==> src/rtl/pdm_mic_ctrl_if.sv <==
// Stereo frame stream from the PDM capture sequencer to its consumer.
// valid/ready: a frame transfers on each clk edge where frame_valid=1 and frame_ready=1; while
// frame_valid=1 and frame_ready=0 frame_data holds; frame_valid may drop unaccepted only when capture is disabled.
interface pdm_mic_ctrl_if;
    logic [31:0] frame_data;
    logic        frame_valid;
    logic        frame_ready;

    modport master (output frame_data, output frame_valid, input frame_ready);
    modport slave  (input frame_data, input frame_valid, output frame_ready);
endinterface

==> src/rtl/pdm_mic_ctrl.sv <==
// Stereo PDM microphone sequencer: PDM clock and filter strobes, power-up warmup,
// and a 2-entry stereo frame buffer with sticky overrun detection.
module pdm_mic_ctrl #(
    parameter int DIV_PDM = 20,
    parameter int DECIM   = 128,
    parameter int WARMUP  = 16
) (
    input  logic           clk,
    input  logic           rst_n,
    input  logic           enable,
    output logic           clk_pdm,
    output logic           stb_left,
    output logic           stb_right,
    output logic           stb_pcm,
    input  logic [15:0]    pcm_left,
    input  logic [15:0]    pcm_right,
    pdm_mic_ctrl_if.master frm,
    output logic           running,
    output logic           overrun,
    input  logic           clr_overrun,
    output logic [1:0]     state_dbg
);
    localparam int CW = $clog2(DIV_PDM);
    localparam int DW = $clog2(DECIM);
    localparam int WW = $clog2(WARMUP + 1);
    localparam logic [CW-1:0] CNT_LAST  = CW'(DIV_PDM - 1);
    localparam logic [CW-1:0] CNT_LEFT  = CW'(DIV_PDM / 2 - 1);
    localparam logic [CW-1:0] CNT_HALF  = CW'(DIV_PDM / 2);
    localparam logic [DW-1:0] DEC_LAST  = DW'(DECIM - 1);
    localparam logic [WW-1:0] WARM_LAST = WW'(WARMUP - 1);

    typedef enum logic [1:0] {
        S_OFF    = 2'd0,
        S_WARMUP = 2'd1,
        S_RUN    = 2'd2
    } state_t;

    state_t        state, state_next;
    logic [CW-1:0] cnt, cnt_next;
    logic [DW-1:0] dec;
    logic [WW-1:0] warm;
    logic          go;
    logic          cap1, cap2;
    logic [1:0]    count;
    logic [31:0]   mem0, mem1;
    logic [31:0]   din;
    logic          pop, push, drop;

    // go is low both while OFF and on the cycle that is about to leave for OFF.
    assign go        = enable && (state != S_OFF);
    assign state_dbg = state;
    assign stb_left  = (state != S_OFF) && (cnt == CNT_LEFT);
    assign stb_right = (state != S_OFF) && (cnt == CNT_LAST);

    always_ff @(posedge clk) begin
        if (!rst_n) state <= S_OFF;
        else        state <= state_next;
    end

    always_comb begin
        state_next = state;
        case (state)
            S_OFF:    if (enable) state_next = S_WARMUP;
            S_WARMUP: begin
                if (!enable)                            state_next = S_OFF;
                else if (stb_pcm && warm == WARM_LAST)  state_next = S_RUN;
            end
            S_RUN:    if (!enable) state_next = S_OFF;
            default:  state_next = S_OFF;
        endcase
    end

    always_comb begin
        cnt_next = '0;
        if (go) cnt_next = (cnt == CNT_LAST) ? '0 : cnt + CW'(1);
    end

    // clk_pdm is registered from the next phase so it lines up exactly with cnt.
    always_ff @(posedge clk) begin
        if (!rst_n) begin
            cnt     <= '0;
            dec     <= '0;
            warm    <= '0;
            clk_pdm <= 1'b0;
            stb_pcm <= 1'b0;
            cap1    <= 1'b0;
            cap2    <= 1'b0;
            running <= 1'b0;
        end else begin
            cnt     <= cnt_next;
            clk_pdm <= (cnt_next >= CNT_HALF);
            stb_pcm <= go && stb_right && (dec == DEC_LAST);
            running <= (state_next == S_RUN);
            cap1    <= go && stb_pcm && (state == S_RUN);
            cap2    <= go && cap1;
            if (!go) begin
                dec  <= '0;
                warm <= '0;
            end else begin
                if (stb_right)                    dec  <= (dec == DEC_LAST) ? '0 : dec + DW'(1);
                if (stb_pcm && state == S_WARMUP) warm <= warm + WW'(1);
            end
        end
    end

    // Filter outputs settle two cycles after stb_pcm; cap2 marks that sampling cycle.
    assign din  = {pcm_left, pcm_right};
    assign pop  = (count != 2'd0) && frm.frame_ready;
    assign push = cap2 && enable;
    assign drop = push && (count == 2'd2) && !pop;

    always_ff @(posedge clk) begin
        if (!rst_n) begin
            count   <= '0;
            mem0    <= '0;
            mem1    <= '0;
            overrun <= 1'b0;
        end else begin
            if (!enable) begin
                count <= '0;
            end else if (pop && push) begin
                if (count == 2'd2) begin
                    mem0 <= mem1;
                    mem1 <= din;
                end else begin
                    mem0 <= din;
                end
            end else if (pop) begin
                mem0  <= mem1;
                count <= count - 2'd1;
            end else if (push && !drop) begin
                if (count == 2'd0) mem0 <= din;
                else               mem1 <= din;
                count <= count + 2'd1;
            end
            if (drop)             overrun <= 1'b1;
            else if (clr_overrun) overrun <= 1'b0;
        end
    end

    assign frm.frame_valid = (count != 2'd0);
    assign frm.frame_data  = (count != 2'd0) ? mem0 : 32'd0;
endmodule

==> src/flat_wrapper.sv <==
// flat-port wrapper written by rule: the top's interface ports become plain ports
module pdm_mic_ctrl_flat 
#(
    parameter int DIV_PDM = 20,
    parameter int DECIM   = 128,
    parameter int WARMUP  = 16
)
  (clk, rst_n, enable, clk_pdm, stb_left, stb_right, stb_pcm, pcm_left, pcm_right, running, overrun, clr_overrun, state_dbg, frm_frame_data, frm_frame_valid, frm_frame_ready);
  pdm_mic_ctrl_if frm_i ();
  input  logic clk;
  input  logic rst_n;
  input  logic enable;
  output logic clk_pdm;
  output logic stb_left;
  output logic stb_right;
  output logic stb_pcm;
  input  logic [15:0] pcm_left;
  input  logic [15:0] pcm_right;
  output logic running;
  output logic overrun;
  input  logic clr_overrun;
  output logic [1:0] state_dbg;
  output wire logic [$bits(frm_i.frame_data)-1:0] frm_frame_data;
  output wire logic [$bits(frm_i.frame_valid)-1:0] frm_frame_valid;
  input wire logic [$bits(frm_i.frame_ready)-1:0] frm_frame_ready;
  assign frm_frame_data = frm_i.frame_data;
  assign frm_frame_valid = frm_i.frame_valid;
  assign frm_i.frame_ready = frm_frame_ready;
  pdm_mic_ctrl #(.DIV_PDM(DIV_PDM), .DECIM(DECIM), .WARMUP(WARMUP)) u_core (.clk(clk), .rst_n(rst_n), .enable(enable), .clk_pdm(clk_pdm), .stb_left(stb_left), .stb_right(stb_right), .stb_pcm(stb_pcm), .pcm_left(pcm_left), .pcm_right(pcm_right), .frm(frm_i), .running(running), .overrun(overrun), .clr_overrun(clr_overrun), .state_dbg(state_dbg));
endmodule
==> config.mk <==
export PLATFORM = sky130hd
export DESIGN_NAME = pdm_mic_ctrl_flat
export DESIGN_NICKNAME = d
export VERILOG_FILES = /design/src/rtl/pdm_mic_ctrl_if.sv /design/src/rtl/pdm_mic_ctrl.sv /design/src/flat_wrapper.sv
export SDC_FILE = /design/constraint.sdc
export NUM_CORES = 1
export LEC_CHECK = 0
export CORE_MARGIN = 10
export CORE_UTILIZATION = 52
export DETAILED_ROUTE_END_ITERATION = 6
export PLACE_DENSITY = 0.8
export SLEW_MARGIN = 20
export SYNTH_ARGS = -nofsm -noshare
export SYNTH_HDL_FRONTEND = slang
export SYNTH_SLANG_ARGS = --single-unit
==> constraint.sdc <==
create_clock -name clk -period 1.7 [get_ports clk]
set_input_delay 0.51 -clock clk [delete_from_list [all_inputs] [get_ports clk]]
set_output_delay 0.51 -clock clk [all_outputs]
set_load 0.03 [all_outputs]
# Word level (Yosys, flattened, before mapping)
# Index checks and enable logic that the tools add are counted.
[classes]
addsub = 5
magnitude_cmp = 1
n_eq_ne = 11
muxes = 23
bitwise_logic = 1
reduce_logical = 32
[ops]
columns = ["op", "n"]
rows = [
  ["$mux 32", 11],
  ["$logic_and 1x1->1", 16],
  ["$mux 2", 6],
  ["$add 5x1->5 const B", 2],
  ["$eq 5x4->1 const B", 2],
  ["$mux 5", 2],
  ["$reduce_bool 2->1", 5],
  ["$add 7x1->7 const B", 1],
  ["$eq 7x7->1 const B", 1],
  ["$mux 7", 1],
  ["$eq 2x2->1 const B", 3],
  ["$pmux 2 s3", 1],
  ["$reduce_and 2->1", 3],
  ["$reduce_bool 3->1", 2],
  ["$eq 5x5->1 const B", 1],
  ["$ge 5x4->1 const B", 1],
  ["$reduce_and 5->1", 1],
  ["$logic_not 2->1", 2],
  ["$ne 2x1->1 const B", 2],
  ["$reduce_and 3->1", 1],
  ["$add 2x1->2 const B", 1],
  ["$eq 2x1->1 const B", 1],
  ["$logic_not 1->1", 2],
  ["$mux 1", 2],
  ["3 further kinds", 3],
]
[word_totals]
reg_bits = 91
inputBits = 37
out_inout_bits = 41
wordCells = 86

# Logic depth before layout (Yosys ltp)
# Gate-level depths: netlist of the first run.
[depth]
depth_word = 9
mapped_depth = 7
ltp_nobuf = 5

# Least setup slack after synthesis of the first run
# No wires, ideal clock.
[synth_timing]
path_kind = "register -> output"
startpoint = "reg u_core.state[1] (netlist: u_core.state_dbg[1])"
endpoint = "out stb_left"
arrival_ns = 1.961
required_time_ns = 1.190
path_slack_ns = -0.771
stages_incl_launch_ff = 4
n_path_buf = 1
cell_sequence = "dfxtp_1 -> nor2_1 -> clkbuf_1 -> nor4b_1"
[synth_between]
elab_chain_cells = 2
[synth_rtl]
columns = ["item", "line_no", "source"]
rows = [
  ["start, declared", "pdm_mic_ctrl.sv:38", "state_t state, state_next;"],
  ["start signal, assigned", "pdm_mic_ctrl.sv:57", "else state <= state_next;"],
  ["$reduce_bool 2->1", "pdm_mic_ctrl.sv:52", "assign stb_left = (state != S_OFF) && (cnt == CNT_LEFT);"],
  ["$logic_and 1x1->1", "pdm_mic_ctrl.sv:52", ""],
  ["end, declared", "flat_wrapper.sv:14", "output logic stb_left;"],
]
# Every way passes these cells.

# Worst setup path in the final report of the first run
[layout_timing]
startpoint = "reg u_core.count[0]"
endpoint = "out frm_frame_data[5]"
[layout_between]
elab_chain_cells = 2
[layout_rtl]
columns = ["item", "line_no", "source"]
rows = [
  ["start, declared", "pdm_mic_ctrl.sv:44", "logic [1:0] count;"],
  ["start signal, assigned", "pdm_mic_ctrl.sv:130", "count <= count - 2'd1;"],
  ["start signal, assigned", "pdm_mic_ctrl.sv:134", "count <= count + 2'd1;"],
  ["$reduce_bool 2->1", "pdm_mic_ctrl.sv:142", "assign frm.frame_data = (count != 2'd0) ? mem0 : 32'd0;"],
  ["$mux 32", "pdm_mic_ctrl.sv:142", ""],
  ["end, declared", "flat_wrapper.sv:23", "output wire logic [$bits(frm_i.frame_data)-1:0] frm_frame_data;"],
]
# Every way passes these cells.

==> results.yml, run 1 <==
outcome:
  run_status: "complete, but fails checks"
  failed_checks: "negative setup slack"
final_layout:
  antennaDiodeCount: 0
  layout.cells.most_common: "sky130_fd_sc_hd__dfxtp_1"
  areaGrowthSynthToFinish_pct: 35.9
  mostFrequentLayoutCells: "sky130_fd_sc_hd__dfxtp_1, sky130_fd_sc_hd__nand2_1, sky130_fd_sc_hd__nor2b_1"
  finish.net_count: 589
  post_layout_cell_count: 654
  layout-drive-gt1-share_pct: 22.5
  number_of_filler_instances_in_the_final_layout: 567
pwr:
  pwr_density_cell_nw_per_um2: 684
  p_leak_nw: 2.05
  power.total_mw: 3.80
  worst_ir_drop_vdd_mv: 0.391
drt:
  drc: 0
  routed-via-count: 3518
  wire_per_inst_um: 16.4
  drtAntennaViolNets: 0
  drtIter0Drc: 149
  routed_wl_um: 10700
  via_per_inst: 5.38
  first_pass_iters: 4
cts:
  cts.htree.levels: 3
  cts-root-buf: "sky130_fd_sc_hd__clkbuf_8"
  ctsLongestPathBuffers: 2
  numCtsBuffers: 9
  post_cts_hold_buffer_count: 0
  cts_tree: "done"
  clkTransAtPathRegs_ns: 0.08
  clock-sinks: 91
  insertion_delay_ns: 0.34
logic_synthesis:
  postSynthRegisterBits: 91
  post_synth.cell_area_avg_sq_um: 8.99
  yosys_warnings: 0
  yosys.area.top_type_share_pct: 44.5
  synth_edf_count: 0
  synth_area_leader_cell: "sky130_fd_sc_hd__dfxtp_1"
  sequential_to_total_area_share_from_yosys_stat_pct: 44.5
  postSynthNetCount: 497
  syn_area_sq_um: 4090
  netlist_instances: 455
  synth_cell_types: 42
  async_reset_ff_share_pct: 0
  synth.area.top_cells: "sky130_fd_sc_hd__dfxtp_1, sky130_fd_sc_hd__nor2b_1, sky130_fd_sc_hd__mux2i_1"
  postSynth.topFlopCell: "sky130_fd_sc_hd__dfxtp_1"
global_route:
  groute.usage.overall_pct: 16.4
  vias_in_the_first_global_route: 3422
  grt_first_pass_wirelength_um: 16000
  grt_overflow: 0
  largest_net_degree_at_the_start_of_global_routing: 66
  number_of_antenna_violations_at_the_first_check_in_global_routing: 0
sta:
  fin_crit_sh_pct: 109
  grt_setup_unrepaired: "true"
  fmax_ghz: 0.539
  period_minus_slack_ns: 1.85
  final_max_slew_viol_count: 0
  worst-slew-pin-transition_ns: 0.546
  finClkSkew_ns: 0.0154
  final_hold_viol_count: 0
  timing.final.ws_setup_ns: -0.154
  maxSlewHeadroom_pct: 63.6
  setup-violations-final: 34
floorplan:
  initial_utilization_pct: 53.2
  rows: 32
  die_outline_area_sq_um: 11800
  boundaryPins: 78
  die_w_um: 109
  die-height_um: 109
  coreArea_sq_um: 7690
placement:
  gp_congestion: 0.813
  place.detailed.instances: 624
  dpl.hpwl_um: 6460
  io_buffer_count: 77
worst_setup_path:
  timing.critical_path.fanout_max: 15
  criticalPathCategory: "reg2out"
  worst_setup_path_start_kind: "flip-flop"
  critPathArrivalTime_ns: 1.34
  worstSetupEndpointType: "output port"
  worst-r2r-cell-count: 6
  critPathRequiredTime_ns: 1.19
flow_run:
  drv.max_cap_violation_count: 0
hold_path:
  hold_path.class: "reg2reg"
  hold_path_cell_cnt: 1
[sequential cells by signal, summed over array words and instances, names as in the netlist]
| signal | flops |
|---|---|
| u_core.cap2 | 1 |
| u_core.running | 1 |
| u_core.mem0 | 32 |
| u_core.mem1 | 32 |
| u_core.clk_pdm | 1 |
| u_core.state_dbg | 2 |
| u_core.dec | 7 |
| u_core.count | 2 |
| u_core.stb_pcm | 1 |
| u_core.overrun | 1 |
| u_core.cap1 | 1 |
| u_core.warm | 5 |
| u_core.cnt | 5 |
[per-layer routing]
| layer | vias up | wire length [um] | track usage, % |
|---|---|---|---|
| met4 | 0 | 88 | 5.27 |
| met2 | 92 | 5470 | 28.4 |
| met5 | - | 0 | 0 |
| met3 | 9 | 663 | 4.42 |
| li1 | 1725 | - | - |
| met1 | 1692 | 4520 | 19.2 |
[where the power goes]
group / switching (mW) / leakage [nW] / internal (mW)
clock: 0.725 / 0.106 / 0.760
combinational: 0.0824 / 1.20 / 0.110
sequential: 0.00376 / 0.738 / 2.12
total: 0.811 / 2.05 / 2.99
[kinds of logic after synthesis]
family          count (synthesis)  synth area share [%]
simple gates                  191                  24.7
mux                            35                  8.56
buf+inv                        39                  6.18
compound gates                 83                  12.1
fa+ha+maj                       5                  1.53
flops                          91                  44.5
xor+xnor                       11                  2.35
[final cells by class]
| class | count | area [sq um] | area share, % |
|---|---|---|---|
| clock inverter | 4 | 48.8 | 0.877 |
| clock buffer | 12 | 155 | 2.79 |
| multi-input combinational | 325 | 2170 | 39.0 |
| sequential | 91 | 1850 | 33.2 |
| timing repair buffer | 114 | 1190 | 21.4 |
| inverter | 6 | 25.0 | 0.450 |
| tap | 102 | 128 | 2.29 |
[synthesized netlist by cell type (5+ instances only)]
library cell / instances
sky130_fd_sc_hd__nand3_1: 5
sky130_fd_sc_hd__nor2b_1: 66
sky130_fd_sc_hd__ha_1: 5
sky130_fd_sc_hd__xnor2_1: 7
sky130_fd_sc_hd__dfxtp_1: 91
sky130_fd_sc_hd__o21ai_1: 28
sky130_fd_sc_hd__o21ai_0: 7
sky130_fd_sc_hd__inv_1: 6
sky130_fd_sc_hd__nor2_1: 20
sky130_fd_sc_hd__clkbuf_1: 12
sky130_fd_sc_hd__a31oi_1: 32
sky130_fd_sc_hd__mux2i_1: 35
sky130_fd_sc_hd__buf_2: 10
sky130_fd_sc_hd__nand2_1: 72
sky130_fd_sc_hd__a21oi_1: 5
[path summary, 6_finish.rpt]
kind                   start                end  slack (ns)
max reg2reg  u_core.count[0]     u_core.mem0[0]        0.08
min reg2reg      u_core.cap1        u_core.cap2        0.45
max          u_core.count[0]  frm_frame_data[5]       -0.15
min              u_core.cap1        u_core.cap2        0.45
[per-stage QoR]
step	instance area, sq um	util (%)	hold WS [ns]	worst slack, ns	TNS (ns)
detailed placement	4980	64.8	0.434	-0.381	-26.29
global route	5560	72.3	0.483	-0.203	-5.76
global placement	4980	64.8	0.415	-0.333	-24.09
floorplan	4110	-	0.406	-0.0455	-1.35
CTS	5320	69.2	0.452	-0.180	-4.70
finish	5560	72.3	0.448	-0.154	-4.02
[critical path: stages, from the launching register on]
cell                      delay [ns]
sky130_fd_sc_hd__dfxtp_4        0.36
sky130_fd_sc_hd__nor2_4         0.15
sky130_fd_sc_hd__buf_6          0.13
sky130_fd_sc_hd__buf_12         0.14
sky130_fd_sc_hd__nor2b_1        0.06
sky130_fd_sc_hd__buf_4          0.16
[what timing repair did]
item                                    in CTS  in global routing
endpoints found under the setup margin      47                 46
cloned                                       1                  3
pin swaps                                    4                  9
resized for setup                          125                 47
buffers inserted                             8                  4
Power figures use the tool's default switching activity.
==> run 2, diff against run 1 <==
- CORE_UTILIZATION: 52 -> 39
- PLACE_DENSITY: 0.8 -> unset
==> run 2 against run 1 <==
The run still ends with negative setup slack left. Clock power is essentially flat. Via count is 5.1% lower. First-iteration DRC count decreased by 19%. Register-to-register slack improved by 0.06 ns. Final area increased by 1.5%. Wire length fell by 4.8%. Critical endpoint is now frm_frame_data[13]. Critical path type unchanged. Largest power group unchanged.
==> results.yml, run 2 (synthesized netlist as in run 1, its figures left out) <==
sta:
  timing.final.ws_setup_ns: -0.144
  fin_crit_sh_pct: 108
  final_max_slew_viol_count: 0
  final_hold_viol_count: 0
  period_minus_slack_ns: 1.84
  finClkSkew_ns: 0.0115
  setup-violations-final: 35
  fmax_ghz: 0.542
  timing.setup.tns_ns: -3.61
  grt_setup_unrepaired: "true"
  maxSlewHeadroom_pct: 78.1
  worst-slew-pin-transition_ns: 0.324
drt:
  wire_per_inst_um: 14.8
  routed_wl_um: 10200
  drtAntennaViolNets: 0
  routed-via-count: 3339
  first_pass_iters: 4
  via_per_inst: 4.82
  drtIter0Drc: 120
  drc: 0
flow_run:
  drv.max_cap_violation_count: 0
final_layout:
  layout-drive-gt1-share_pct: 23.9
  finalInstanceArea_sq_um: 5640
  post_layout_cell_count: 693
  ff_latch_area_sq_um: 1830
  layout.cells.most_common: "sky130_fd_sc_hd__dfxtp_1"
  leading_registers_by_flop_count: "u_core.mem0: 32 flops, u_core.mem1: 32 flops, u_core.dec: 7 flops"
  areaGrowthSynthToFinish_pct: 37.9
  multi_input_comb_area_sq_um: 2220
  number_of_filler_instances_in_the_final_layout: 957
  mostFrequentLayoutCells: "sky130_fd_sc_hd__dfxtp_1, sky130_fd_sc_hd__nand2_1, sky130_fd_sc_hd__nor2b_1"
  finish.net_count: 593
pwr:
  seq_power_share_pct: 56.2
  p_comb_share_pct: 5.3
  portion_of_total_power_attributed_to_the_clock_network_pct: 38.4
  pwr_density_cell_nw_per_um2: 672
  p_leak_nw: 2.02
  netSwitchingPower_mw: 0.853
  cell_internal_pwr_mw: 2.94
  power.share.switching_pct: 22.5
  worst_ir_drop_vdd_mv: 0.456
worst_setup_path:
  worst-r2r-cell-count: 6
  worst_setup_path_start_kind: "flip-flop"
  worstReg2RegStart: "u_core.cnt[1]"
  timing.critical_path.fanout_max: 7
  critPathRequiredTime_ns: 1.19
  criticalPathCategory: "reg2out"
  timing.reg2reg.setup_slack_ns: 0.14
  crit-reg2reg-capture: "u_core.dec[3]"
  critPathArrivalTime_ns: 1.33
  worstSetupEndpointType: "output port"
placement:
  place.detailed.instances: 659
  placedInstanceArea_sq_um: 5030
  dpl.hpwl_um: 6560
  gp_congestion: 0.758
  io_buffer_count: 77
hold_path:
  hold_path.class: "reg2reg"
  holdPathEnd: "u_core.cap2"
  hold_path.startpoint: "u_core.cap1"
  hold_path_cell_cnt: 1
floorplan:
  initial_utilization_pct: 39.8
  die-height_um: 122
  die_w_um: 122
  boundaryPins: 78
  coreArea_sq_um: 10300
  rows: 37
  die_outline_area_sq_um: 15000
global_route:
  vias_in_the_first_global_route: 3314
  grt_first_pass_wirelength_um: 16500
  grt_overflow: 0
  groute.usage.overall_pct: 13.4
  largest_net_degree_at_the_start_of_global_routing: 66
  number_of_antenna_violations_at_the_first_check_in_global_routing: 1
cts:
  clock-sinks: 91
  cts-root-buf: "sky130_fd_sc_hd__clkbuf_8"
  cts_tree: "done"
  cts.htree.levels: 3
  numCtsBuffers: 9
  insertion_delay_ns: 0.35
  ctsLongestPathBuffers: 2
  clkTransAtPathRegs_ns: 0.09
outcome:
  failed_checks: "negative setup slack"
  run_status: "complete, but fails checks"
## run 2: changes by cell type in the layout (fill, tap and decap cells not counted), moves of 5 or more
cell                      change
sky130_fd_sc_hd__nor2b_4     +11
sky130_fd_sc_hd__dfxtp_2      +5
sky130_fd_sc_hd__dfxtp_4      -5
sky130_fd_sc_hd__buf_6        +9
sky130_fd_sc_hd__nor2b_1      -8
## run 2: how the worst max path moves through the flow
stage                    startpoint                 end  slack [ns]
floorplan           u_core.count[1]  frm_frame_data[10]       -0.05
global placement    frm_frame_ready     u_core.mem1[21]       -0.33
detailed placement  frm_frame_ready     u_core.mem1[16]       -0.38
CTS                 u_core.count[0]  frm_frame_data[17]       -0.21
global route        u_core.count[1]   frm_frame_data[7]       -0.20
finish              u_core.count[1]  frm_frame_data[13]       -0.14
## run 2: power by group through the flow
stage / Combinational [mW] / Sequential, mW / Clock, mW
final: 0.202 / 2.13 / 1.46
after global routing: 0.219 / 2.13 / 1.60
after CTS: 0.204 / 2.13 / 1.49
after detailed placement: 0.195 / 2.18 / 0
after global placement: 0.194 / 2.18 / 0
after floorplan: 0.0608 / 2.19 / 0
## run 2: layer usage
metal,part of all wire (%),GRT usage [%],vias to the layer above
met2,47,22.0,67
met5,0,0,-
met1,47,16.7,1528
met3,4.8,3.17,8
li1,-,-,1736
met4,0.89,4.93,0
## run 2: area by class of cell
class	count	area share, %
multi-input cells	325	39.3
flip-flops and latches	91	32.5
repair buffers	118	21.3
well taps	136	3.02
clock buffers	11	2.33
clock inverters	5	1.11
inverters	6	0.399
diodes	1	0.0443
## run 2: worst max-delay path, cell delays in order (launching register included)
cell and delay [ns]:
sky130_fd_sc_hd__dfxtp_2 0.36, sky130_fd_sc_hd__nor2_4 0.05, sky130_fd_sc_hd__buf_12 0.13, sky130_fd_sc_hd__clkbuf_16 0.17, sky130_fd_sc_hd__nor2b_1 0.11, sky130_fd_sc_hd__buf_4 0.17
## run 2: what timing repair did
action,CTS,global route
hold buffers,0,0
gates cloned,1,2
endpoints found under the setup margin,45,64
resized for setup,146,50
setup buffers,9,5
pin swaps,3,2
## run 2: metrics by stage
step           utilization, %  power (mW)  hold slack (ns)  setup WS [ns]
5_1_grt                  54.9        3.96            0.439         -0.205
3_5_place_dp             49.0        2.38            0.414         -0.384
6_report                 54.9        3.79            0.431         -0.144
4_1_cts                  52.3        3.83            0.425         -0.212
3_3_place_gp             49.0        2.38            0.419         -0.326
2_1_floorplan               -        2.25            0.406        -0.0455
